`config.mk`:
```
export PLATFORM = sky130hd
export DESIGN_NAME = fpu_share_arbiter
export DESIGN_NICKNAME = d
export VERILOG_FILES = /design/src/rtl/fpu_share_pkg.sv /design/src/rtl/fpu_share_rr_arb.sv /design/src/rtl/fpu_share_arbiter.sv
export SDC_FILE = /design/constraint.sdc
export NUM_CORES = 1
export LEC_CHECK = 0
export ABC_CLOCK_PERIOD_IN_PS = 4000
export CAP_MARGIN = 20
export CORE_AREA = 5 5 376 378
export DETAILED_ROUTE_END_ITERATION = 8
export DIE_AREA = 0 0 381 383
export DONT_BUFFER_PORTS = 1
export PLACE_DENSITY = 0.3
export SYNTH_ARGS = -nofsm -noshare
export SYNTH_HDL_FRONTEND = slang
export SYNTH_HIERARCHICAL = 1
export SYNTH_SLANG_ARGS = --single-unit
```
`constraint.sdc`:
```
create_clock -name clk -period 4 [get_ports clk]
set_input_delay 0.6 -clock clk [delete_from_list [all_inputs] [get_ports clk]]
set_output_delay 0.6 -clock clk [all_outputs]
set_load 0.005 [all_outputs]
```
`src/rtl/fpu_share_pkg.sv`:
```
// Shared types, widths and helpers for the FPU share arbiter.
package fpu_share_pkg;

    localparam int PERF_CNT_WIDTH = 32;
    localparam int CNT_WIDTH      = 4;

    // Arbiter lock state: OPEN searches round-robin, LOCKED holds the
    // request that the FPU has seen but not yet accepted.
    typedef enum logic {
        ARB_OPEN   = 1'b0,
        ARB_LOCKED = 1'b1
    } arb_state_e;

    // Width of a requester index, never narrower than one bit.
    function automatic int idx_bits(input int n);
        return (n <= 2) ? 1 : $clog2(n);
    endfunction

endpackage

```
`src/rtl/fpu_share_rr_arb.sv`:
```
// Round-robin winner search with a grant lock.
// The search starts at rr_ptr and wraps. Once a request has been shown to the
// FPU without a grant, the winner is frozen until the handshake completes or
// the locked requester withdraws. state_q is the lock FSM state.
module fpu_share_rr_arb
    import fpu_share_pkg::*;
#(
    parameter int NB_CORES = 4,
    parameter int IDX_BITS = idx_bits(NB_CORES)
) (
    input  logic                clk,
    input  logic                rst,
    input  logic [NB_CORES-1:0] elig,
    input  logic                hs,
    output logic [IDX_BITS-1:0] winner_idx,
    output logic                valid
);

    arb_state_e          state_q, state_d;
    logic [IDX_BITS-1:0] lock_idx_q, lock_idx_d;
    logic [IDX_BITS-1:0] rr_ptr_q, rr_ptr_d;

    logic                scan_found;
    logic [IDX_BITS-1:0] scan_idx;

    // Priority search: first eligible at or above rr_ptr, then wrap to the bottom.
    always_comb begin
        scan_found = 1'b0;
        scan_idx   = '0;
        for (int i = 0; i < NB_CORES; i++) begin
            if (!scan_found && elig[i] && (IDX_BITS'(i) >= rr_ptr_q)) begin
                scan_found = 1'b1;
                scan_idx   = IDX_BITS'(i);
            end
        end
        for (int i = 0; i < NB_CORES; i++) begin
            if (!scan_found && elig[i] && (IDX_BITS'(i) < rr_ptr_q)) begin
                scan_found = 1'b1;
                scan_idx   = IDX_BITS'(i);
            end
        end
    end

    // Output decode: the locked requester overrides the search result.
    always_comb begin
        winner_idx = scan_idx;
        valid      = scan_found;
        if (state_q == ARB_LOCKED) begin
            winner_idx = lock_idx_q;
            valid      = elig[lock_idx_q];
        end
    end

    // Next-state: lock on an unaccepted request, release on handshake or withdrawal.
    always_comb begin
        state_d    = state_q;
        lock_idx_d = lock_idx_q;
        rr_ptr_d   = rr_ptr_q;
        case (state_q)
            ARB_OPEN: begin
                if (valid && !hs) begin
                    state_d    = ARB_LOCKED;
                    lock_idx_d = winner_idx;
                end
            end
            ARB_LOCKED: begin
                if (hs || !valid) begin
                    state_d = ARB_OPEN;
                end
            end
            default: state_d = ARB_OPEN;
        endcase
        if (hs) begin
            rr_ptr_d = (winner_idx == IDX_BITS'(NB_CORES - 1)) ? '0 : winner_idx + 1'b1;
        end
    end

    // State registers.
    always_ff @(posedge clk or posedge rst) begin
        if (rst) begin
            state_q    <= ARB_OPEN;
            lock_idx_q <= '0;
            rr_ptr_q   <= '0;
        end else begin
            state_q    <= state_d;
            lock_idx_q <= lock_idx_d;
            rr_ptr_q   <= rr_ptr_d;
        end
    end

endmodule

```
`src/rtl/fpu_share_arbiter.sv`:
```
// Shares one FPU among NB_CORES requesters: round-robin arbitration with a
// grant lock, per-requester credit limiting, requester index prepended to the
// FPU-side ID, responses routed back by that index.
// Optional feature macro: FPU_SHARE_PERF_EN (per-requester grant/stall counters).
//
// Request handshake: a requester raises core_req_i with its payload and holds
// both until core_gnt_o is seen high in the same cycle; the transfer happens in
// exactly that cycle, which is also the cycle where fpu_req_o & fpu_gnt_i.
// The response channel has no backpressure: fpu_rvalid_i is a one-cycle pulse
// and the matching core_rvalid_o bit is raised in that same cycle.
module fpu_share_arbiter
    import fpu_share_pkg::*;
#(
    parameter int NB_CORES        = 4,
    parameter int CORE_ID_WIDTH   = 7,
    parameter int IDX_BITS        = idx_bits(NB_CORES),
    parameter int ID_WIDTH        = CORE_ID_WIDTH + IDX_BITS,
    parameter int NB_ARGS         = 3,
    parameter int OPCODE_WIDTH    = 6,
    parameter int DATA_WIDTH      = 32,
    parameter int FLAGS_IN_WIDTH  = 15,
    parameter int FLAGS_OUT_WIDTH = 5,
    parameter int MAX_OUTSTANDING = 4
) (
    input  logic                                   clk,
    input  logic                                   rst,
    input  logic [NB_CORES-1:0]                    core_req_i,
    output logic [NB_CORES-1:0]                    core_gnt_o,
    input  logic [NB_CORES*CORE_ID_WIDTH-1:0]      core_ID_i,
    input  logic [NB_CORES*NB_ARGS*DATA_WIDTH-1:0] core_operands_i,
    input  logic [NB_CORES*OPCODE_WIDTH-1:0]       core_op_i,
    input  logic [NB_CORES*FLAGS_IN_WIDTH-1:0]     core_flags_i,
    output logic [NB_CORES-1:0]                    core_rvalid_o,
    output logic [DATA_WIDTH-1:0]                  core_rdata_o,
    output logic [FLAGS_OUT_WIDTH-1:0]             core_rflags_o,
    output logic [CORE_ID_WIDTH-1:0]               core_rID_o,
    output logic                                   fpu_req_o,
    input  logic                                   fpu_gnt_i,
    output logic [ID_WIDTH-1:0]                    fpu_ID_o,
    output logic [NB_ARGS*DATA_WIDTH-1:0]          fpu_operands_o,
    output logic [OPCODE_WIDTH-1:0]                fpu_op_o,
    output logic [FLAGS_IN_WIDTH-1:0]              fpu_flags_o,
    input  logic                                   fpu_rvalid_i,
    input  logic [DATA_WIDTH-1:0]                  fpu_rdata_i,
    input  logic [FLAGS_OUT_WIDTH-1:0]             fpu_rflags_i,
    input  logic [ID_WIDTH-1:0]                    fpu_rID_i,
    output logic                                   spurious_rsp_o,
    output logic [NB_CORES*PERF_CNT_WIDTH-1:0]     perf_grant_cnt_o,
    output logic [NB_CORES*PERF_CNT_WIDTH-1:0]     perf_stall_cnt_o
);

    localparam int OPND_W = NB_ARGS * DATA_WIDTH;

    logic [CNT_WIDTH-1:0] cnt_q [NB_CORES];
    logic [CNT_WIDTH-1:0] cnt_d [NB_CORES];
    logic                 spurious_q, spurious_d;

    logic [NB_CORES-1:0]  elig;
    logic [NB_CORES-1:0]  issue;
    logic [NB_CORES-1:0]  rsp_hit;
    logic [IDX_BITS-1:0]  winner_idx;
    logic                 arb_valid;
    logic                 hs;
    logic [IDX_BITS-1:0]  rsp_idx;

    // A requester competes only while it still has credit left.
    always_comb begin
        elig = '0;
        for (int i = 0; i < NB_CORES; i++) begin
            elig[i] = core_req_i[i] && (cnt_q[i] < CNT_WIDTH'(MAX_OUTSTANDING));
        end
    end

    fpu_share_rr_arb #(
        .NB_CORES (NB_CORES),
        .IDX_BITS (IDX_BITS)
    ) u_rr_arb (
        .clk        (clk),
        .rst        (rst),
        .elig       (elig),
        .hs         (hs),
        .winner_idx (winner_idx),
        .valid      (arb_valid)
    );

    assign fpu_req_o = arb_valid;
    assign hs        = arb_valid & fpu_gnt_i;

    // Payload mux and ID insertion; everything reads zero when nobody wins.
    always_comb begin
        fpu_ID_o       = '0;
        fpu_operands_o = '0;
        fpu_op_o       = '0;
        fpu_flags_o    = '0;
        core_gnt_o     = '0;
        for (int i = 0; i < NB_CORES; i++) begin
            if (arb_valid && (winner_idx == IDX_BITS'(i))) begin
                fpu_ID_o       = {IDX_BITS'(i), core_ID_i[i*CORE_ID_WIDTH +: CORE_ID_WIDTH]};
                fpu_operands_o = core_operands_i[i*OPND_W +: OPND_W];
                fpu_op_o       = core_op_i[i*OPCODE_WIDTH +: OPCODE_WIDTH];
                fpu_flags_o    = core_flags_i[i*FLAGS_IN_WIDTH +: FLAGS_IN_WIDTH];
                core_gnt_o[i]  = fpu_gnt_i;
            end
        end
    end

    assign issue = core_gnt_o;

    // Response routing: accept only when the owning requester has work in flight.
    assign rsp_idx = fpu_rID_i[ID_WIDTH-1 -: IDX_BITS];
    always_comb begin
        rsp_hit = '0;
        for (int i = 0; i < NB_CORES; i++) begin
            rsp_hit[i] = fpu_rvalid_i && (rsp_idx == IDX_BITS'(i)) && (cnt_q[i] != '0);
        end
    end

    assign core_rvalid_o  = rsp_hit;
    assign core_rdata_o   = fpu_rdata_i;
    assign core_rflags_o  = fpu_rflags_i;
    assign core_rID_o     = fpu_rID_i[CORE_ID_WIDTH-1:0];
    assign spurious_rsp_o = spurious_q;

    // Credit bookkeeping: issue and retire in the same cycle cancel out.
    always_comb begin
        for (int i = 0; i < NB_CORES; i++) begin
            cnt_d[i] = cnt_q[i];
            if (issue[i] && !rsp_hit[i]) begin
                cnt_d[i] = cnt_q[i] + 1'b1;
            end else if (!issue[i] && rsp_hit[i]) begin
                cnt_d[i] = cnt_q[i] - 1'b1;
            end
        end
        spurious_d = spurious_q | (fpu_rvalid_i & ~(|rsp_hit));
    end

    // Credit counters and sticky spurious-response flag.
    always_ff @(posedge clk or posedge rst) begin
        if (rst) begin
            for (int i = 0; i < NB_CORES; i++) begin
                cnt_q[i] <= '0;
            end
            spurious_q <= 1'b0;
        end else begin
            for (int i = 0; i < NB_CORES; i++) begin
                cnt_q[i] <= cnt_d[i];
            end
            spurious_q <= spurious_d;
        end
    end

`ifdef FPU_SHARE_PERF_EN
    logic [PERF_CNT_WIDTH-1:0] perf_grant_q [NB_CORES];
    logic [PERF_CNT_WIDTH-1:0] perf_grant_d [NB_CORES];
    logic [PERF_CNT_WIDTH-1:0] perf_stall_q [NB_CORES];
    logic [PERF_CNT_WIDTH-1:0] perf_stall_d [NB_CORES];

    // Saturating grant and stall counters per requester.
    always_comb begin
        for (int i = 0; i < NB_CORES; i++) begin
            perf_grant_d[i] = perf_grant_q[i];
            perf_stall_d[i] = perf_stall_q[i];
            if (issue[i] && (perf_grant_q[i] != '1)) begin
                perf_grant_d[i] = perf_grant_q[i] + 1'b1;
            end
            if (core_req_i[i] && !core_gnt_o[i] && (perf_stall_q[i] != '1)) begin
                perf_stall_d[i] = perf_stall_q[i] + 1'b1;
            end
        end
    end

    // Perf counter registers.
    always_ff @(posedge clk or posedge rst) begin
        if (rst) begin
            for (int i = 0; i < NB_CORES; i++) begin
                perf_grant_q[i] <= '0;
                perf_stall_q[i] <= '0;
            end
        end else begin
            for (int i = 0; i < NB_CORES; i++) begin
                perf_grant_q[i] <= perf_grant_d[i];
                perf_stall_q[i] <= perf_stall_d[i];
            end
        end
    end

    // Flatten counters onto the output buses.
    always_comb begin
        perf_grant_cnt_o = '0;
        perf_stall_cnt_o = '0;
        for (int i = 0; i < NB_CORES; i++) begin
            perf_grant_cnt_o[i*PERF_CNT_WIDTH +: PERF_CNT_WIDTH] = perf_grant_q[i];
            perf_stall_cnt_o[i*PERF_CNT_WIDTH +: PERF_CNT_WIDTH] = perf_stall_q[i];
        end
    end
`else
    assign perf_grant_cnt_o = '0;
    assign perf_stall_cnt_o = '0;
`endif

endmodule
```
* After elaboration in Yosys (flattened, before gate mapping) *
Index checks and enable logic that the tools add are counted.

word-level totals
  flip-flop bits (word level) = 22
  bits in latches = 0
  bits in writable memories = 0
  bits in read-only memories = 0
  input bits = 550
  output and inout port bits = 436
  word-level logic and storage cells = 162
  memories = 0

cells by class
  add/subtract/negate cells = 9
  multipliers = 0
  divide/modulo/power cells = 0
  order comparisons = 13
  equality and inequality tests = 6
  shift-type cells = 0
  muxes and demuxes = 51
  bitwise logic cells = 5
  reduce and logical (&&, ||, !) cells = 70

operators by type and width
  cell                 count
  $mux 96              4
  $mux 15              4
  $logic_and 1x1->1    40
  $mux 4               8
  $mux 9               3
  $mux 6               4
  $logic_not 1->1      17
  $mux 1               17
  $add 4x1->4 const B  4
  $lt 4x3->1 const B   4
  $mux 2               8
  $reduce_bool 4->1    4
  $sub 4x1->4 const B  4
  $eq 2x2->1 const B   4
  $reduce_bool 2->1    4
  $mux 7               1
  $eq 2x1->1 const B   2
  $ge 1x2->1 const A   2
  $ge 2x2->1 const A   2
  $logic_not 2->1      2
  $lt 1x2->1 const A   2
  $lt 2x2->1 const A   2
  $reduce_or 4->1      1
  $lt 2x3->1 const B   1
  8 further kinds      10

* Longest topological paths before layout *
Gate-level depths: netlist of run 1.

  depth in word-level cells = 40
  depth in mapped cells = 16
  mapped depth without buffers = 14

* Modules after synthesis *
The synthesis of run 1 kept the hierarchy.

modules (own cells, without submodules)
  module             times used  cells each  area an instance (um2)  seq. area each (um2)
  fpu_share_arbiter  1           718         7347.0                  425.4
  fpu_share_rr_arb   1           36          349.1                   125.1

* Worst setup path after synthesis of run 1 *
No wires, ideal clock.

  path kind = input to register
  start = in core_req_i[3]
  end = reg cnt_q[11] (netlist bit)
  setup time = 0.126 ns
  arrival = 3.961 ns
  required time = 3.874 ns
  path slack = -0.087 ns
  stages on the path = 15
  buffers on the path = 2
  path through = nor3b_1 -> mux4_1 -> nand2_1 -> o21ai_0 -> clkbuf_1 -> clkbuf_1 -> nand2_1 -> nor3b_1 -> ha_1 -> inv_1 -> ha_1 -> a21o_1 -> a2111oi_0 -> a31oi_1 -> a221o_1

between the ends
  elaborated cells between the ends (all ways) = 37
  those cells by class = eq/ne (1); mux (16); reduce/logical (20)

RTL lines
  item                             RTL line                  text
  start: declaration               fpu_share_arbiter.sv:27   input logic [NB_CORES-1:0] core_req_i,
  $logic_and 1x1->1 *              fpu_share_arbiter.sv:70   elig[i] = core_req_i[i] && (cnt_q[i] < CNT_WIDTH'(MAX_OUTSTANDING));
  $logic_and 1x1->1 (2 in series)  fpu_share_rr_arb.sv:31    if (!scan_found && elig[i] && (IDX_BITS'(i) >= rr_ptr_q)) begin
  $mux 1                           fpu_share_rr_arb.sv:31
  $logic_not 1->1                  fpu_share_rr_arb.sv:37    if (!scan_found && elig[i] && (IDX_BITS'(i) < rr_ptr_q)) begin
  $logic_and 1x1->1 (2 in series)  fpu_share_rr_arb.sv:37
  $mux 1                           fpu_share_rr_arb.sv:37
  $logic_not 1->1                  fpu_share_rr_arb.sv:37
  $logic_and 1x1->1 (2 in series)  fpu_share_rr_arb.sv:37
  (+9 left out)                    -
  $mux 1 *                         fpu_share_rr_arb.sv:48    if (state_q == ARB_LOCKED) begin
  net fpu_req_o                    fpu_share_arbiter.sv:37   output logic fpu_req_o,
  $logic_and 1x1->1 *              fpu_share_arbiter.sv:97   if (arb_valid && (winner_idx == IDX_BITS'(i))) begin
  $mux 1 *                         fpu_share_arbiter.sv:97
  net core_gnt_o[1]                fpu_share_arbiter.sv:28   output logic [NB_CORES-1:0] core_gnt_o,
  $logic_not 1->1                  fpu_share_arbiter.sv:130  end else if (!issue[i] && rsp_hit[i]) begin
  $logic_and 1x1->1                fpu_share_arbiter.sv:130
  $reduce_bool 2->1 (no line)      -
  end signal: indexed assignment   fpu_share_arbiter.sv:146  cnt_q[i] <= cnt_d[i];
  end: declaration                 fpu_share_arbiter.sv:54   logic [CNT_WIDTH-1:0] cnt_q [NB_CORES];

Mark *: on every way through the listed nets, which the timed path passes. The rest lies on a longest branch. The select of a mux whose other input is x is not followed.
A chain may end at the register's enable or synchronous reset.

* Final worst setup path of run 1 *
  start = reg cnt_q[7] (netlist bit)
  end = out fpu_flags_o[8]

between the ends
  word-level cells in the longest chain between the ends = 32
  elaborated cells between the ends (all ways) = 47
  those cells by class = order compare (1); eq/ne (3); mux (20); reduce/logical (23)

ends and longest elaborated chain
  item                             RTL line                 text
  $lt 4x3->1 *                     fpu_share_arbiter.sv:70
  $logic_and 1x1->1 *              fpu_share_arbiter.sv:70
  net elig[2]                      fpu_share_arbiter.sv:58  logic [NB_CORES-1:0] elig;
  $logic_and 1x1->1 (2 in series)  fpu_share_rr_arb.sv:31
  $mux 1                           fpu_share_rr_arb.sv:31
  $logic_not 1->1                  fpu_share_rr_arb.sv:31
  $logic_and 1x1->1 (2 in series)  fpu_share_rr_arb.sv:31
  $mux 1                           fpu_share_rr_arb.sv:31
  (+13 left out)                   -
  $logic_and 1x1->1 (2 in series)  fpu_share_rr_arb.sv:37
  $mux 2 *                         fpu_share_rr_arb.sv:37
  $mux 2 *                         fpu_share_rr_arb.sv:48
  net winner_idx[1]                fpu_share_arbiter.sv:61  logic [IDX_BITS-1:0] winner_idx;
  $logic_not 2->1                  fpu_share_arbiter.sv:97
  $logic_and 1x1->1                fpu_share_arbiter.sv:97
  $mux 15 (3 in series)            fpu_share_arbiter.sv:97
  $mux 15 *                        fpu_share_arbiter.sv:97
  end: declaration                 fpu_share_arbiter.sv:42  output logic [FLAGS_IN_WIDTH-1:0] fpu_flags_o,

Marks and branches as above.

==> run metrics, run 1 <==
status complete, but fails checks; failing checks antenna rules; Wirelength per Cell between 20 and 25 µm; Rows approximately 140; Clock Skew 0.00316 ns; Worst path max stage delay ~0.46 ns; H-Tree Level Count 1; dominant synthesized flop cell dfrtp_1; Setup violations, final 0; initial antenna violation count approximately 110; Rel. slew slack between 40% and 50%; critical path required time 3.40 ns; final instance area slightly below 9000 µm²; Yosys top cell area share around 36%; unrepaired setup endpoints after global routing false; switching power between 0.003 and 0.004 W; critical path arrival roughly 3.2 ns; reg2reg end cnt_q[11]$_DFFE_PP0P_; number of flops mapped to enable cells by yosys 0; antenna-violating nets left 1; Area contributors post-synth mux4_2, buf_4, and2_1; Routed WL 59900 µm; maxcap violations 0; area of the multi-input gates ~5600 µm²; commonest cells after routing, fill and taps aside conb_1, and2_1, mux4_2, dfrtp_1, buf_4; Seq cells post-synth 22; Power Density roughly 810 nW/µm²; Clk network pwr share under 10%; synthesized instance count ~750; Max IR drop VDD about 0.73 mV; commonest non-fill, non-tap cell in the layout conb_1; Worst-Margin Slew 0.813 ns; DP HPWL around 55000 µm; synthesized area 7700 µm²; vias in the first global route 5275; Tot GR Track Use roughly 7.5%; sequential group share of total power under 10%; GR peak layer met2; DRC 0; Vias per Instance 2.25; via count around 5700; Reg clk slew, reported paths 0.07 ns; Slew Viols, Final 0; Total Negative Setup Slacks 0 ns; Bufs on Longest Clock Path 2; Power Internal about 0.0034 W; DIE AREA between 100000 and 150000 µm²; worst setup path start cnt_q[7]$_DFFE_PP0P_; Worst path most repeated cell buf_12; placed inst area about 8700 µm²; met3 GRT Util roughly 5.4%; HP Class in2async; TritonCTS Sinks 22; share of cells above drive strength 1 between 20 and 25%; warnings from Yosys 6; Comb pwr share between 80 and 90%; clk_lat worst skew 0.27 ns; Total Nets Final about 1300; TritonCTS clock tree yes; die width 381 µm; core region area 137000 µm²; Worst setup SP type register; Lkg Pwr 2.78 nW; global routing usage on met2 around 13%; Root Driver clkbuf_16; met1 Track Usage GR under 10%; pin count of the biggest net entering global routing 129; num ports ~990; critical path endpoint category primary output; Sw Share between 50% and 60%; slowest stage cell, crit path dfrtp_1; crit path capture fpu_flags_o[8]; register area 551 µm²; grt ovf 0; die height between 300 and 400 µm; Fillers 16100; TritonRoute pass-1 iters 4; synth unique cells 42; category of the most critical setup path reg2out; DRT iter0 DRCs about 370; first-pass GRT wire length about 70000 µm; crit path time final ~3.8 ns; CP Max Fanout between 60 and 70; IO buf count 0; GP Congestion 0.904; Initial Util 5.61%; Register-to-Register Path Depth 13; fmax ~260 MHz; FFs w/ async S/R, synth 100%; Worst R2R Setup Slack approximately 0.38 ns; Final Hold Violating Endpoints 0; fin crit share 95.7%; Layout Area Growth over Synthesis 15.6%; syn avg cell area just over 10 µm²; dominant cell type by area after synthesis mux4_2; worst r2r src cnt_q[10]$_DFFE_PP0P_; post-synthesis sequential area ratio 7.15%; Critical Path, Cell by Cell nor3b_4 > and2b_2 > a221oi_1 > buf_4 > o31ai_4 > buf_12 > mux4_2 > and2_1 > buf_12; CTS buffer count 3
-- metal layers --
layer,up-vias,share of wire [%]
li1,2072,-
met1,2664,31
met2,646,47
met3,207,18
met4,74,2.7
met5,-,0.88
-- sequential cells by signal, indices dropped and copies added (netlist names) --
| register | cells |
|---|---|
| cnt_q | 16 |
| u_rr_arb/lock_idx_q | 2 |
| u_rr_arb/rr_ptr_q | 2 |
| spurious_rsp_o | 1 |
| u_rr_arb/state_q | 1 |
-- logic make-up after synthesis --
group,Yosys count,share of synthesized area [%]
multiplexers,132,37.6
other,1,0.0487
AND/OR/NAND/NOR,178,13.9
buffers and inverters,359,33.6
AO/OA/AOI/OAI,37,3.67
adder cells (fa/ha/maj),16,2.99
flip-flops,22,7.15
XOR/XNOR,9,1.02
-- cells in the mapped netlist, drive strengths merged, types with 2 or more instances --
cell     count
a2111oi      4
a21boi       3
a21o         4
a21oi        7
a221o        3
a31oi        3
and2       126
buf        326
clkbuf      20
dfrtp       22
fa           4
ha          12
inv         13
mux2         4
mux2i        3
mux4       125
nand2       14
nand2b       2
nor2         7
nor3         8
nor3b        6
nor4         6
o21ai        6
o31ai        3
o41ai        2
or4          2
xnor2        9
-- critical path, delay by kind of cell (launching register included) --
kind | cells | cell delay (ns)
and+or+nand+nor | 3 | 0.72
buffers and inverters | 3 | 0.61
AOI/OAI and AO/OA | 2 | 0.50
DFF | 1 | 0.46
muxes | 1 | 0.44
-- final cells by class --
| class | instances | share of cell area, % |
|---|---|---|
| multi-input combinational | 628 | 62.7 |
| inverter | 13 | 0.548 |
| sequential | 22 | 6.19 |
| antenna | 26 | 0.731 |
| timing repair buffer | 28 | 3.61 |
| clock buffer | 4 | 0.998 |
| tap | 1794 | 25.2 |
-- power by group through the flow --
stage          combinational [W]  clock (W)  sequential (W)
6_report                 0.00642   0.000253        0.000499
5_1_grt                  0.00700   0.000271        0.000528
4_1_cts                  0.00666   0.000262        0.000494
3_5_place_dp             0.00660          0        0.000495
3_3_place_gp             0.00668          0        0.000509
2_1_floorplan            0.00466          0        0.000442
-- metrics by stage --
| stage | hold slack [ns] | setup slack, ns | power [W] | utilization (%) | std cells |
|---|---|---|---|---|---|
| floorplan | 0.379 | 0.0900 | 0.00511 | - | 1009 |
| global placement | 0.437 | 0.164 | 0.00718 | 6.35 | 2485 |
| detailed placement | 0.426 | 0.157 | 0.00709 | 6.35 | 2485 |
| CTS | 0.135 | 0.127 | 0.00742 | 6.42 | 2489 |
| global route | 0.139 | 0.0244 | 0.00780 | 6.44 | 2491 |
| finish | 0.136 | 0.171 | 0.00717 | 6.49 | 2515 |
-- worst min-delay path by stage --
stage,start,to,slack [ns],cells past startpoint
2_1_floorplan,rst,u_rr_arb/lock_idx_q[0]$_DFFE_PP0P_,0.38,1
3_3_place_gp,rst,u_rr_arb/state_q$_DFF_PP0_,0.44,1
3_5_place_dp,rst,u_rr_arb/state_q$_DFF_PP0_,0.43,1
4_1_cts,rst,u_rr_arb/state_q$_DFF_PP0_,0.13,1
5_1_grt,rst,u_rr_arb/state_q$_DFF_PP0_,0.14,1
6_report,rst,u_rr_arb/rr_ptr_q[0]$_DFFE_PP0P_,0.14,1
-- what timing repair did --
action | in CTS | in global routing
setup buffers | 0 | 0
hold buffers | 0 | 0
endpoints found under the setup margin | 1 | 7
resized for setup | 1 | 4
Power figures use the tool's default switching activity.
==> run 2: changes to the inputs <==
--- a/config.mk
+++ b/config.mk
@@ -8,6 +8,7 @@
 export ABC_CLOCK_PERIOD_IN_PS = 4000
 export CAP_MARGIN = 20
 export CORE_AREA = 5 5 376 378
+export CTS_CLUSTER_DIAMETER = 40
 export DETAILED_ROUTE_END_ITERATION = 8
 export DIE_AREA = 0 0 381 383
 export DONT_BUFFER_PORTS = 1
==> results of run 2 <==
The final DEF is identical to that of run 1; final timing and power are the same.
==> run 3: changes to the inputs <==
--- a/config.mk
+++ b/config.mk
@@ -5,14 +5,14 @@
 export SDC_FILE = /design/constraint.sdc
 export NUM_CORES = 1
 export LEC_CHECK = 0
-export ABC_CLOCK_PERIOD_IN_PS = 4000
+export ABC_CLOCK_PERIOD_IN_PS = 3100
 export CAP_MARGIN = 20
 export CORE_AREA = 5 5 376 378
 export CTS_CLUSTER_DIAMETER = 40
 export DETAILED_ROUTE_END_ITERATION = 8
 export DIE_AREA = 0 0 381 383
 export DONT_BUFFER_PORTS = 1
-export PLACE_DENSITY = 0.3
+export PLACE_DENSITY_LB_ADDON = 0.05
 export SYNTH_ARGS = -nofsm -noshare
 export SYNTH_HDL_FRONTEND = slang
 export SYNTH_HIERARCHICAL = 1
==> constraint.sdc (replaced) <==
create_clock -name clk -period 3.1 [get_ports clk]
set_input_delay 0.465 -clock clk [delete_from_list [all_inputs] [get_ports clk]]
set_output_delay 0.465 -clock clk [all_outputs]
set_load 0.005 [all_outputs]
==> run 3 against run 2 <==
  * The run ends with setup timing left
  * Sequential power rose by 18%
  * Wire length increased by 1.3%
  * Setup slack lost 0.58 ns
  * Clock power grew 28%
  * Die area is the same
  * Cell count up 4.9%
  * Highest routed layer unchanged
==> run metrics, run 3 (synthesized netlist as in run 1, its figures left out) <==
Max IR drop VDD 0.458 mV (-37%); Largest regs cnt_q x16, u_rr_arb/lock_idx_q x2, u_rr_arb/rr_ptr_q x2; core region area 137000 µm² (unchanged); H-Tree Level Count 1 (unchanged); Clock Skew 0.00990 ns (+0.00674 ns); fmax 285 MHz; failing checks setup timing; Slew Viols, Final 0 (unchanged); critical path required time 3.26 ns (-0.14 ns); Bufs on Longest Clock Path 2 (unchanged); Worst setup SP type register; num ports 986 (unchanged); Worst path max stage delay 0.41 ns (-0.05 ns); Wirelength per Cell 23.0 µm (-3.4%); share of cells above drive strength 1 57.1% (+33 points); commonest cells after routing, fill and taps aside conb_1, mux4_2, and2_4, buf_4, buf_6; Register-to-Register Path Depth 17 (+4); via count 5869 (+3.6%); Critical Path, Cell by Cell nor3b_4 > buf_6 > buf_6 > and2b_2 > a221oi_2 > buf_4 > o31ai_4 > buf_6 > buf_6 > and3_4 > ha_4 > inv_6 > ha_4 > a21o_4 > a2111oi_4 > a31oi_1 > a221o_1; Total Nets Final 1401 (+11%); Rel. slew slack 61.2% (+16 points); Lkg Pwr 4.02 nW (+45%); Largest register FFs 16 (unchanged); Reg clk slew, reported paths 0.09 ns (+0.02 ns); non-filler instance count after layout 2637 (+4.9%); Root Driver clkbuf_16; first-pass GRT wire length 74200 µm (+5.6%); Rows 136 (unchanged); CTS buffer count 3 (unchanged); Worst Slack Setup Final -0.407 ns (-0.578 ns); die height 383 µm (unchanged); Min Hold Slack 0.00669 ns (-0.129 ns); Routed WL 60700 µm (+1.3%); Total Negative Setup Slacks -35.66 ns (-35.66 ns); maxcap violations 0 (unchanged); clk_lat worst skew 0.28 ns (about the same); placed insts 2553 (+2.7%); commonest non-fill, non-tap cell in the layout conb_1; Worst path most repeated cell buf_6; TritonCTS clock tree yes; overall power 0.0151 W (+110%); IO buf count 0 (unchanged); Layout Area Growth over Synthesis 47.6%; Setup violations, final 133 (+133); Tot GR Track Use 7.62% (+0.14 points); status complete, but fails checks; category of the most critical setup path reg2reg; slowest stage cell, crit path dfrtp_1; die width 381 µm (unchanged); Vias per Instance 2.23 (-1.2%); initial antenna violation count 36 (-67%); unrepaired setup endpoints after global routing true; Worst-Margin Slew 0.581 ns (-0.232 ns); critical path arrival 3.67 ns (+0.44 ns); crit path time final around 3.5 ns; Most flops, register cnt_q; vias in the first global route 6393 (+21%); critical path endpoint category register; grt ovf 0 (unchanged); TritonCTS Sinks 22 (unchanged); antenna-violating nets left 0 (-1); Power Density 1330 nW/µm² (+65%); Final Hold Violating Endpoints 0 (unchanged); pin count of the biggest net entering global routing 67 (-48%); Initial Util 5.61% (unchanged); TritonRoute pass-1 iters 4 (unchanged); HP Class in2async; DRT iter0 DRCs 244 (-34%); Fillers 16000 (-0.90%); DP HPWL 50300 µm (-8.3%); fin crit share 113%; GP Congestion 0.775 (-14%); CP Max Fanout 3 (-96%); DRC 0 (unchanged); DIE AREA 146000 µm² (unchanged)
==> run 3: changes by cell type in the layout (fill, tap and decap cells not counted), moves of 5 or more <==
cell     change
buf_16      +16
ha_1        -12
buf_6       +27
ha_4        +11
buf_4       +61
diode_2     -16
and2_1     -125
buf_8       +13
inv_1        -5
buf_12      +20
and2_4     +125
==> run 3: report_power, final <==
| group | switching (W) | internal [W] | total, W |
|---|---|---|---|
| clock network | 0.000153 | 0.000173 | 0.000325 |
| logic | 0.00649 | 0.00772 | 0.0142 |
| registers | 0.000157 | 0.000430 | 0.000587 |
| total | 0.00680 | 0.00832 | 0.0151 |
==> run 3: critical path: cells and delay by family, from the launching register on <==
kind | cells | cell delay [ns]
adder cells (fa/ha/maj) | 2 | 0.37
flip-flops | 1 | 0.41
AO/OA/AOI/OAI | 6 | 1.32
buffers and inverters | 6 | 0.72
AND/OR/NAND/NOR | 3 | 0.56
==> run 3: through the flow <==
| stage | utilization (%) | area, µm² | worst slack, ns |
|---|---|---|---|
| final | 8.28 | 11400 | -0.407 |
| after global routing | 8.27 | 11300 | -0.532 |
| after CTS | 8.27 | 11300 | -0.499 |
| after detailed placement | 6.88 | 9440 | -0.552 |
| after global placement | 6.88 | 9440 | -0.676 |
| after floorplan | - | 8930 | -0.192 |
==> run 3: layout make-up <==
class | count | area, µm² | area share (%)
multi-input cells | 628 | 6240 | 55.0
well taps | 1794 | 2240 | 19.8
repair buffers | 167 | 2150 | 19.0
flip-flops and latches | 22 | 553 | 4.87
clock buffers | 3 | 75.1 | 0.661
inverters | 13 | 63.8 | 0.562
diodes | 10 | 25.0 | 0.220
==> run 3: worst paths after layout <==
| check | from | end | slack [ns] |
|---|---|---|---|
| max | cnt_q[10]$_DFFE_PP0P_ | cnt_q[3]$_DFFE_PP0P_ | -0.41 |
| min | rst | u_rr_arb/rr_ptr_q[0]$_DFFE_PP0P_ | 0.007 |
| max reg2reg | cnt_q[10]$_DFFE_PP0P_ | cnt_q[3]$_DFFE_PP0P_ | -0.41 |
| min reg2reg | spurious_rsp_o$_DFF_PP0_ | spurious_rsp_o$_DFF_PP0_ | 0.53 |
| max in group asynchronous | rst | cnt_q[7]$_DFFE_PP0P_ | 2.11 |
| min in group clk | fpu_rvalid_i | spurious_rsp_o$_DFF_PP0_ | 0.35 |
==> run 3: routing by layer <==
layer	part of all wire [%]	wire length, µm	vias up	global-route usage, %
met1	37	22400	2933	8.68
met3	8.4	5110	74	2.23
met5	0.11	65	-	0
met2	53	32100	514	14.4
li1	-	-	2338	-
met4	1.6	972	10	0.956
==> run 3: what timing repair did <==
| item | in CTS | in global routing |
|---|---|---|
| setup buffers | 52 | 16 |
| endpoints found under the hold margin | 0 | 3 |
| gates resized for setup | 281 | 37 |
| setup endpoints to repair | 137 | 139 |
| cloned | 22 | 1 |
| pin swaps | 27 | 10 |
| hold buffers | 0 | 1 |
